$ cat config.mk
export PLATFORM = sky130hd
export DESIGN_NAME = muldiv_sequencer
export DESIGN_NICKNAME = d
export VERILOG_FILES = /design/src/rtl/muldiv_pkg.sv /design/src/rtl/muldiv_sequencer.sv
export SDC_FILE = /design/constraint.sdc
export NUM_CORES = 1
export LEC_CHECK = 0
export ABC_AREA = 1
export CAP_MARGIN = 5
export CORE_ASPECT_RATIO = 1.25
export CORE_MARGIN = 2
export CORE_UTILIZATION = 55
export CTS_BUF_LIST = sky130_fd_sc_hd__clkbuf_8
export CTS_CLUSTER_DIAMETER = 40
export CTS_CLUSTER_SIZE = 30
export DETAILED_ROUTE_END_ITERATION = 8
export PLACE_DENSITY = 0.75
export REMOVE_ABC_BUFFERS = 1
export SLEW_MARGIN = 20
export SYNTH_ARGS = -nofsm -noshare
export SYNTH_HDL_FRONTEND = slang
export SYNTH_SLANG_ARGS = --single-unit
$ cat constraint.sdc
create_clock -name clk -period 5 [get_ports clk]
set_input_delay 1 -clock clk [delete_from_list [all_inputs] [get_ports clk]]
set_output_delay 1 -clock clk [all_outputs]
set_load 0.03 [all_outputs]
$ cat src/rtl/muldiv_pkg.sv
// rtl/muldiv_pkg.sv - shared constants and types for the RV32M multiply/divide sequencer
package muldiv_pkg;

   // RV32M funct3 encodings
   localparam logic [2:0] MUL    = 3'b000;
   localparam logic [2:0] MULH   = 3'b001;
   localparam logic [2:0] MULHSU = 3'b010;
   localparam logic [2:0] MULHU  = 3'b011;
   localparam logic [2:0] DIV    = 3'b100;
   localparam logic [2:0] DIVU   = 3'b101;
   localparam logic [2:0] REM    = 3'b110;
   localparam logic [2:0] REMU   = 3'b111;

   // funct7 that routes an OP instruction to this unit instead of the ALU
   localparam logic [6:0] FUNCT7_M = 7'b0000001;

   // Quotient returned for a zero divisor
   localparam logic [31:0] DIV_ZERO_Q = 32'hFFFF_FFFF;

   typedef enum logic [1:0] {
      IDLE = 2'd0,
      CALC = 2'd1,
      FIX  = 2'd2,
      DONE = 2'd3
   } state_t;

endpackage

$ cat src/rtl/muldiv_sequencer.sv
// rtl/muldiv_sequencer.sv - iterative RV32M multiply/divide unit with valid/ready handshakes
module muldiv_sequencer
   import muldiv_pkg::*;
#(
   parameter int XLEN = 32
) (
   input  logic            clk,
   input  logic            reset_n,
   input  logic            start_valid_i,
   output logic            start_ready_o,
   input  logic [2:0]      funct3_i,
   input  logic [XLEN-1:0] op_a_i,
   input  logic [XLEN-1:0] op_b_i,
   input  logic            flush_i,
   output logic            result_valid_o,
   input  logic            result_ready_i,
   output logic [XLEN-1:0] result_o,
   output logic            busy_o
);

   localparam int CW = $clog2(XLEN);
   localparam logic [CW-1:0] CNT_LAST = CW'(XLEN - 1);

   state_t state, state_nx;

   logic [CW-1:0]   cnt;
   logic [2:0]      f3_q;
   logic            neg_q;
   logic [XLEN-1:0] opm_q;    // multiplicand for MUL*, divisor magnitude for DIV*/REM*
   logic [XLEN-1:0] acc_hi;   // product high half / partial remainder
   logic [XLEN-1:0] acc_lo;   // multiplier being shifted out / quotient being shifted in
   logic [XLEN-1:0] res_q;

   logic            accept;
   logic            is_mul;
   logic            a_signed, b_signed, sa, sb;
   logic [XLEN-1:0] a_mag, b_mag;
   logic            div0, ovf, special;
   logic [XLEN-1:0] special_res;
   logic            neg_in;

   logic [XLEN:0]     mul_sum;
   logic [XLEN:0]     div_trial;
   logic              div_ge;
   logic [2*XLEN-1:0] prod_s;
   logic [XLEN-1:0]   quo_s, rem_s, fix_res;

   // Decode the incoming request: signedness, magnitudes and the no-iteration cases
   always_comb begin
      accept      = start_valid_i && (state == IDLE) && !flush_i;
      is_mul      = !funct3_i[2];
      a_signed    = (funct3_i == MULH) || (funct3_i == MULHSU) || (funct3_i == DIV) || (funct3_i == REM);
      b_signed    = (funct3_i == MULH) || (funct3_i == DIV) || (funct3_i == REM);
      sa          = a_signed && op_a_i[XLEN-1];
      sb          = b_signed && op_b_i[XLEN-1];
      a_mag       = sa ? -op_a_i : op_a_i;
      b_mag       = sb ? -op_b_i : op_b_i;
      neg_in      = (is_mul || !funct3_i[1]) ? (sa ^ sb) : sa;
      div0        = !is_mul && (op_b_i == '0);
      ovf         = !is_mul && !funct3_i[0]
                    && (op_a_i == {1'b1, {(XLEN-1){1'b0}}}) && (op_b_i == '1);
      special     = div0 || ovf;
      special_res = '0;
      if (div0) begin
         special_res = funct3_i[1] ? op_a_i : DIV_ZERO_Q;
      end else if (ovf) begin
         special_res = funct3_i[1] ? '0 : op_a_i;
      end
   end

   // One shift-add or restoring-division step, plus the sign fix-up of the finished values
   always_comb begin
      mul_sum   = {1'b0, acc_hi} + (acc_lo[0] ? {1'b0, opm_q} : '0);
      div_trial = {acc_hi, acc_lo[XLEN-1]} - {1'b0, opm_q};
      div_ge    = !div_trial[XLEN];
      prod_s    = neg_q ? -{acc_hi, acc_lo} : {acc_hi, acc_lo};
      quo_s     = neg_q ? -acc_lo : acc_lo;
      rem_s     = neg_q ? -acc_hi : acc_hi;
      case (f3_q)
         MUL:                  fix_res = prod_s[XLEN-1:0];
         MULH, MULHSU, MULHU:  fix_res = prod_s[2*XLEN-1:XLEN];
         DIV, DIVU:            fix_res = quo_s;
         default:              fix_res = rem_s;
      endcase
   end

   // State register
   always_ff @(posedge clk or negedge reset_n) begin
      if (!reset_n) state <= IDLE;
      else          state <= state_nx;
   end

   // Next-state logic and handshake outputs; flush always wins
   always_comb begin
      state_nx       = state;
      start_ready_o  = 1'b0;
      result_valid_o = 1'b0;
      busy_o         = 1'b1;
      case (state)
         IDLE: begin
            start_ready_o = 1'b1;
            busy_o        = 1'b0;
            if (accept) state_nx = special ? DONE : CALC;
         end
         CALC: begin
            if (flush_i)              state_nx = IDLE;
            else if (cnt == CNT_LAST) state_nx = FIX;
         end
         FIX: begin
            state_nx = flush_i ? IDLE : DONE;
         end
         DONE: begin
            result_valid_o = 1'b1;
            if (flush_i || result_ready_i) state_nx = IDLE;
         end
         default: state_nx = IDLE;
      endcase
   end

   // Operand latch on acceptance, iteration in CALC, result capture in FIX
   always_ff @(posedge clk or negedge reset_n) begin
      if (!reset_n) begin
         cnt    <= '0;
         f3_q   <= '0;
         neg_q  <= 1'b0;
         opm_q  <= '0;
         acc_hi <= '0;
         acc_lo <= '0;
         res_q  <= '0;
      end else if (accept) begin
         cnt    <= '0;
         f3_q   <= funct3_i;
         neg_q  <= neg_in;
         opm_q  <= is_mul ? a_mag : b_mag;
         acc_hi <= '0;
         acc_lo <= is_mul ? b_mag : a_mag;
         if (special) res_q <= special_res;
      end else if (state == CALC && !flush_i) begin
         cnt <= cnt + 1'b1;
         if (!f3_q[2]) begin
            acc_hi <= mul_sum[XLEN:1];
            acc_lo <= {mul_sum[0], acc_lo[XLEN-1:1]};
         end else begin
            acc_hi <= div_ge ? div_trial[XLEN-1:0] : {acc_hi[XLEN-2:0], acc_lo[XLEN-1]};
            acc_lo <= {acc_lo[XLEN-2:0], div_ge};
         end
      end else if (state == FIX && !flush_i) begin
         res_q <= fix_res;
      end
   end

   assign result_o = res_q;

endmodule

After elaboration in Yosys (flattened, before gate mapping)
Cells that the tools add are included.
{"block": "op_classes", "bitwise_logic": 1, "mux": 37, "addsub": 8, "reduce_logical": 32, "n_eq_ne": 20}
{"operator": "$mux 32", "count": 22}
{"operator": "$neg 32->32", "count": 4}
{"operator": "$pmux 32 s3", "count": 1}
{"operator": "$eq 32x32->1 const B", "count": 2}
{"operator": "$mux 64", "count": 1}
{"operator": "$neg 64->64", "count": 1}
{"operator": "$add 32x32->33", "count": 1}
{"operator": "$sub 33x32->33", "count": 1}
{"operator": "$logic_not 32->1", "count": 1}
{"operator": "$eq 3x3->1 const B", "count": 4}
{"operator": "$mux 2", "count": 6}
{"operator": "$logic_and 1x1->1", "count": 10}
{"operator": "$mux 5", "count": 2}
{"operator": "$eq 3x2->1 const B", "count": 3}
{"operator": "$logic_or 1x1->1", "count": 8}
{"operator": "$pmux 2 s4", "count": 1}
{"operator": "$eq 3x1->1 const B", "count": 2}
{"operator": "$ne 2x2->1 const B", "count": 3}
{"operator": "$reduce_and 3->1", "count": 2}
{"operator": "$add 5x1->5 const B", "count": 1}
{"operator": "$eq 5x5->1 const B", "count": 1}
{"operator": "$logic_not 1->1", "count": 5}
{"operator": "$eq 2x2->1 const B", "count": 2}
{"operator": "$mux 1", "count": 4}
{"operator": "other kinds (9)", "count": 10}
{"block": "totals", "ff_bits": 139, "in_bits": 72, "output_inout_bits": 35}

Depth between registers and ports, before layout
{"block": "logic_depth", "ltp_word": 8, "mapped_depth": 20}

Worst setup path before layout
Ideal clock, no wire load.
{"block": "synth_timing", "path_kind": "reg2reg", "startpoint": "register acc_lo[0]", "endpoint": "register acc_hi[27]", "arrival_ps": 2479, "synth_period_minus_slack_ps": 2596, "path_slack_ps": 2404, "path_stages_with_launch": 20, "path_cell_list": "dfrtp_1 -> buf_2 -> clkbuf_1 -> nand2_1 -> inv_1 -> ha_1 -> inv_1 -> fa_1 -> o21ai_0 -> nand2_1 -> nand2_1 -> nand2_1 -> nand2_1 -> nand3_1 -> nand3_1 -> nand2_1 -> nor2_1 -> nor2_1 -> nand2_1 -> nand2_1"}
{"block": "synth_via", "elab_chain_cells": 5}
{"item": "start: declaration", "line_no": "muldiv_sequencer.sv:31", "rtl": "logic [XLEN-1:0] acc_lo;"}
{"item": "start signal: assignment", "line_no": "muldiv_sequencer.sv:136", "rtl": "acc_lo <= is_mul ? b_mag : a_mag;"}
{"item": "start signal: assignment", "line_no": "muldiv_sequencer.sv:142", "rtl": "acc_lo <= {mul_sum[0], acc_lo[XLEN-1:1]};"}
{"item": "start signal: assignment", "line_no": "muldiv_sequencer.sv:145", "rtl": "acc_lo <= {acc_lo[XLEN-2:0], div_ge};"}
{"item": "$mux 32", "line_no": "muldiv_sequencer.sv:73", "rtl": "mul_sum = {1'b0, acc_hi} + (acc_lo[0] ? {1'b0, opm_q} : '0);"}
{"item": "$add 32x32->33", "line_no": "muldiv_sequencer.sv:73"}
{"item": "$mux 32", "line_no": "muldiv_sequencer.sv:140", "rtl": "if (!f3_q[2]) begin"}
{"item": "$mux 32", "line_no": "muldiv_sequencer.sv:138", "rtl": "end else if (state == CALC && !flush_i) begin"}
{"item": "$mux 32", "line_no": "muldiv_sequencer.sv:130", "rtl": "end else if (accept) begin"}
{"item": "end signal: assignment", "line_no": "muldiv_sequencer.sv:141", "rtl": "acc_hi <= mul_sum[XLEN:1];"}
{"item": "end signal: assignment", "line_no": "muldiv_sequencer.sv:144", "rtl": "acc_hi <= div_ge ? div_trial[XLEN-1:0] : {acc_hi[XLEN-2:0], acc_lo[XLEN-1]};"}
{"item": "end: declaration", "line_no": "muldiv_sequencer.sv:30", "rtl": "logic [XLEN-1:0] acc_hi;"}
No other way between the ends. The select of a mux whose other input is x is not followed.
A chain may end at the register's enable or synchronous reset.

Final worst setup path
{"block": "layout_timing", "startpoint": "register acc_lo[31]", "endpoint": "register acc_hi[26]"}
{"block": "layout_via", "elab_chain_cells": 5}
{"item": "$sub 33x32->33", "line_no": "muldiv_sequencer.sv:74", "rtl": "div_trial = {acc_hi, acc_lo[XLEN-1]} - {1'b0, opm_q};"}
{"item": "$mux 32", "line_no": "muldiv_sequencer.sv:144"}
{"item": "$mux 32", "line_no": "muldiv_sequencer.sv:140"}
{"item": "$mux 32", "line_no": "muldiv_sequencer.sv:138"}
{"item": "$mux 32", "line_no": "muldiv_sequencer.sv:130"}
No other way between the ends. The select of a mux whose other input is x is not followed.

==> qor.yml <==
max_freq_mhz: 281
dieArea_sq_mm: 0.0332
grt_antenna_before_repair: 4
cts-hold-fix-buffers: 0
end_kind: "register"
placementRows: 73
irDropWorstVdd_v: 0.000455
initial_core_util_pct: 55.3
final_common_cell: "nand2_1"
overflow: 0
r2r_start: "acc_lo[31]"
seqPwrFrac_pct: 16.8
cts_tree: "yes"
multi_input_area_sq_mm: 0.0119
synth_edf_count: 0
switchingPower_uw: 9620
pwr-share-comb_pct: 76.6
pin_count: 107
postCtsSetupBuffers: 0
nets: 3312
vias_per_cell: 6.18
status: "completed"
cts_buffer_depth: 2
core_area_sq_mm: 0.0316
detailed_place_hpwl_microns: 65600
async_flop_share_pct: 100
netlist_area_sq_mm: 0.0175
route.vias.total: 22200
worst_slew_pin_slew_ns: 0.981
tns_ns: 0
critPathLaunch: "acc_lo[31]"
insertion_delay_ns: 0.53
rsz0062_at_grt: "no"
p_int_uw: 5500
timing.slew.headroom_pct: 34.4
syn_to_final_growth_pct: 10.3
reg2reg_to: "acc_hi[26]"
drt_iter0_markers: 2985
period_share_pct: 71.2
worst_clock_skew_ns: 0.0198
htree_levels: 4
regArea_sq_mm: 0.00348
grt_pass1_vias: 21100
clockPowerShare_pct: 6.6
drive_gt1_share_pct: 4.53
hold_viol_final: 0
seq_area_frac_synth_pct: 19.9
worst-setup-path-type: "reg2reg"
start_kind: "register"
clock_sinks: 139
post_drt_wl_per_cell_microns: 23.3
dr.pass1.iters: 7
yosys_register_bits: 139
fillers: 3215
chipHeight_microns: 203
grt_max_degree: 91
fin_total_pwr_uw: 15100
p_leak_uw: 0.0103
port_buffers: 106
synth.distinct_cells: 56
die_w_microns: 163
avgSynthCellArea_sq_um: 5.63
ctsResizeCount: 0
postSynthCellCount: 3106
numCtsBuffers: 17
swShare_pct: 63.6
drc: 0
crit_arrival_ns: 3.97
synthFlopType: "dfrtp_1"
drv_slew: 0
grt_util_all_layers_pct: 50.8
hp-class: "in2async"
ff2ff_path_depth: 19
yosysWarnings: 0
grt_pass1_wl_microns: 125000
cp_max_fo: 30
layout_min_cycle_time_ns: 3.56
critical_path_required_ns: 5.41
layout_common_cells: "nand2_1, inv_1, nor2_1"
crit_end: "acc_hi[26]"
gp_congestion: 1.12
clockRootBuffer: "clkbuf_8"
clkTransAtPathRegs_ns: 0.09
finalSetupViolations: 0
timing.max_cap.violations: 0
p_per_area_mw_per_mm2: 784
wl_microns: 83800
ant_nets: 0
reg2reg_slack_ns: 1.44
[power by group through the flow]
| stage | Clock (uW) | Combinational [uW] | Sequential (uW) |
|---|---|---|---|
| after floorplan | 0 | 6790 | 2480 |
| after global placement | 0 | 10800 | 2460 |
| after detailed placement | 0 | 10900 | 2470 |
| after CTS | 973 | 10900 | 2450 |
| after global routing | 1030 | 12500 | 2540 |
| final | 992 | 11600 | 2540 |
[how the worst min path moves through the flow]
stage | slack [ns] | cells past startpoint | startpoint | to
2_1_floorplan | 0.45 | 2 | f3_q[0] | f3_q[0]
3_3_place_gp | 0.47 | 2 | result_o[19] | result_o[19]
3_5_place_dp | 0.47 | 2 | result_o[13] | result_o[13]
4_1_cts | 0.49 | 2 | result_o[16] | result_o[16]
5_1_grt | 0.50 | 2 | result_o[16] | result_o[16]
6_report | 0.48 | 1 | reset_n | acc_lo[3]
[state kept, by name, summed over array words and instances (netlist names)]
signal,cells
f3_q,3
state,2
opm_q,32
result_o,32
neg_q,1
acc_hi,32
acc_lo,32
cnt,5
[Yosys cell counts (16+ instances only)]
master / n / share of area [%]
nand2_1: 1069 / 23
inv_1: 421 / 9.0
nor2_1: 333 / 7.1
nand3_1: 287 / 8.2
a21oi_1: 155 / 4.4
o21ai_0: 142 / 4.1
dfrtp_1: 139 / 20
xor2_1: 77 / 3.9
ha_1: 71 / 5.1
nand4_1: 46 / 1.6
clkbuf_1: 43 / 0.92
buf_2: 40 / 1.1
o22ai_1: 27 / 0.97
nor3_1: 23 / 0.66
xnor2_1: 23 / 1.2
o211ai_1: 19 / 0.82
o21ai_1: 17 / 0.49
a21oi_2: 16 / 0.80
[per-stage QoR]
stage | cells | worst slack [ns] | utilization [%] | hold slack [ns] | area [sq um]
4_1_cts | 3592 | 1.67 | 61.0 | 0.489 | 19300
3_5_place_dp | 3560 | 1.14 | 59.7 | 0.465 | 18900
6_report | 3593 | 1.44 | 61.0 | 0.477 | 19300
3_3_place_gp | 3560 | 1.28 | 59.7 | 0.469 | 18900
5_1_grt | 3592 | 1.30 | 61.0 | 0.502 | 19300
2_1_floorplan | 3004 | -0.350 | - | 0.448 | 17000
[area by class of cell]
cell class / count / share of cell area (%)
inverter: 437 / 8.51
clock buffer: 18 / 1.28
tap: 412 / 2.67
sequential: 139 / 18.1
clock inverter: 14 / 0.792
timing repair buffer: 144 / 6.99
antenna: 1 / 0.0130
multi-input combinational: 2428 / 61.7
[metal layers]
metal  share of wire, %  up-vias  routed length [microns]  GRT usage, %
met5              0.050        -                       42             0
met4                 12        6                    10200          49.0
met3                 12      537                     9770          14.5
met2                 43     1619                    36200          79.2
met1                 33     9987                    27600          54.5
li1                   -    10000                        -             -
[critical path: stages (launching register included)]
cell and delay (ns):
dfrtp_1 0.36, inv_1 0.14, ha_1 0.25, fa_1 0.43, inv_1 0.14, nand2_1 0.07, nand2_1 0.08, nand3_1 0.07
nand2_1 0.18, nand2_1 0.10, nand2_2 0.12, nand2_1 0.11, nand2_1 0.08, nand2_1 0.10, nand2_4 0.35, nand2_1 0.43
nand2_1 0.21, nand2_1 0.07, nand3_1 0.11, nand2_1 0.05
[kinds of logic after synthesis]
group                      after synthesis  share of synthesized area (%)
AOI/OAI and AO/OA                      439                           14.3
xor gates and xnor gates               100                           5.01
adders and majority gates               73                           5.31
buffers and inverters                  539                           12.3
DFF                                    139                           19.9
and+or+nand+nor                       1816                           43.2
(Power assumes the default switching activity.)
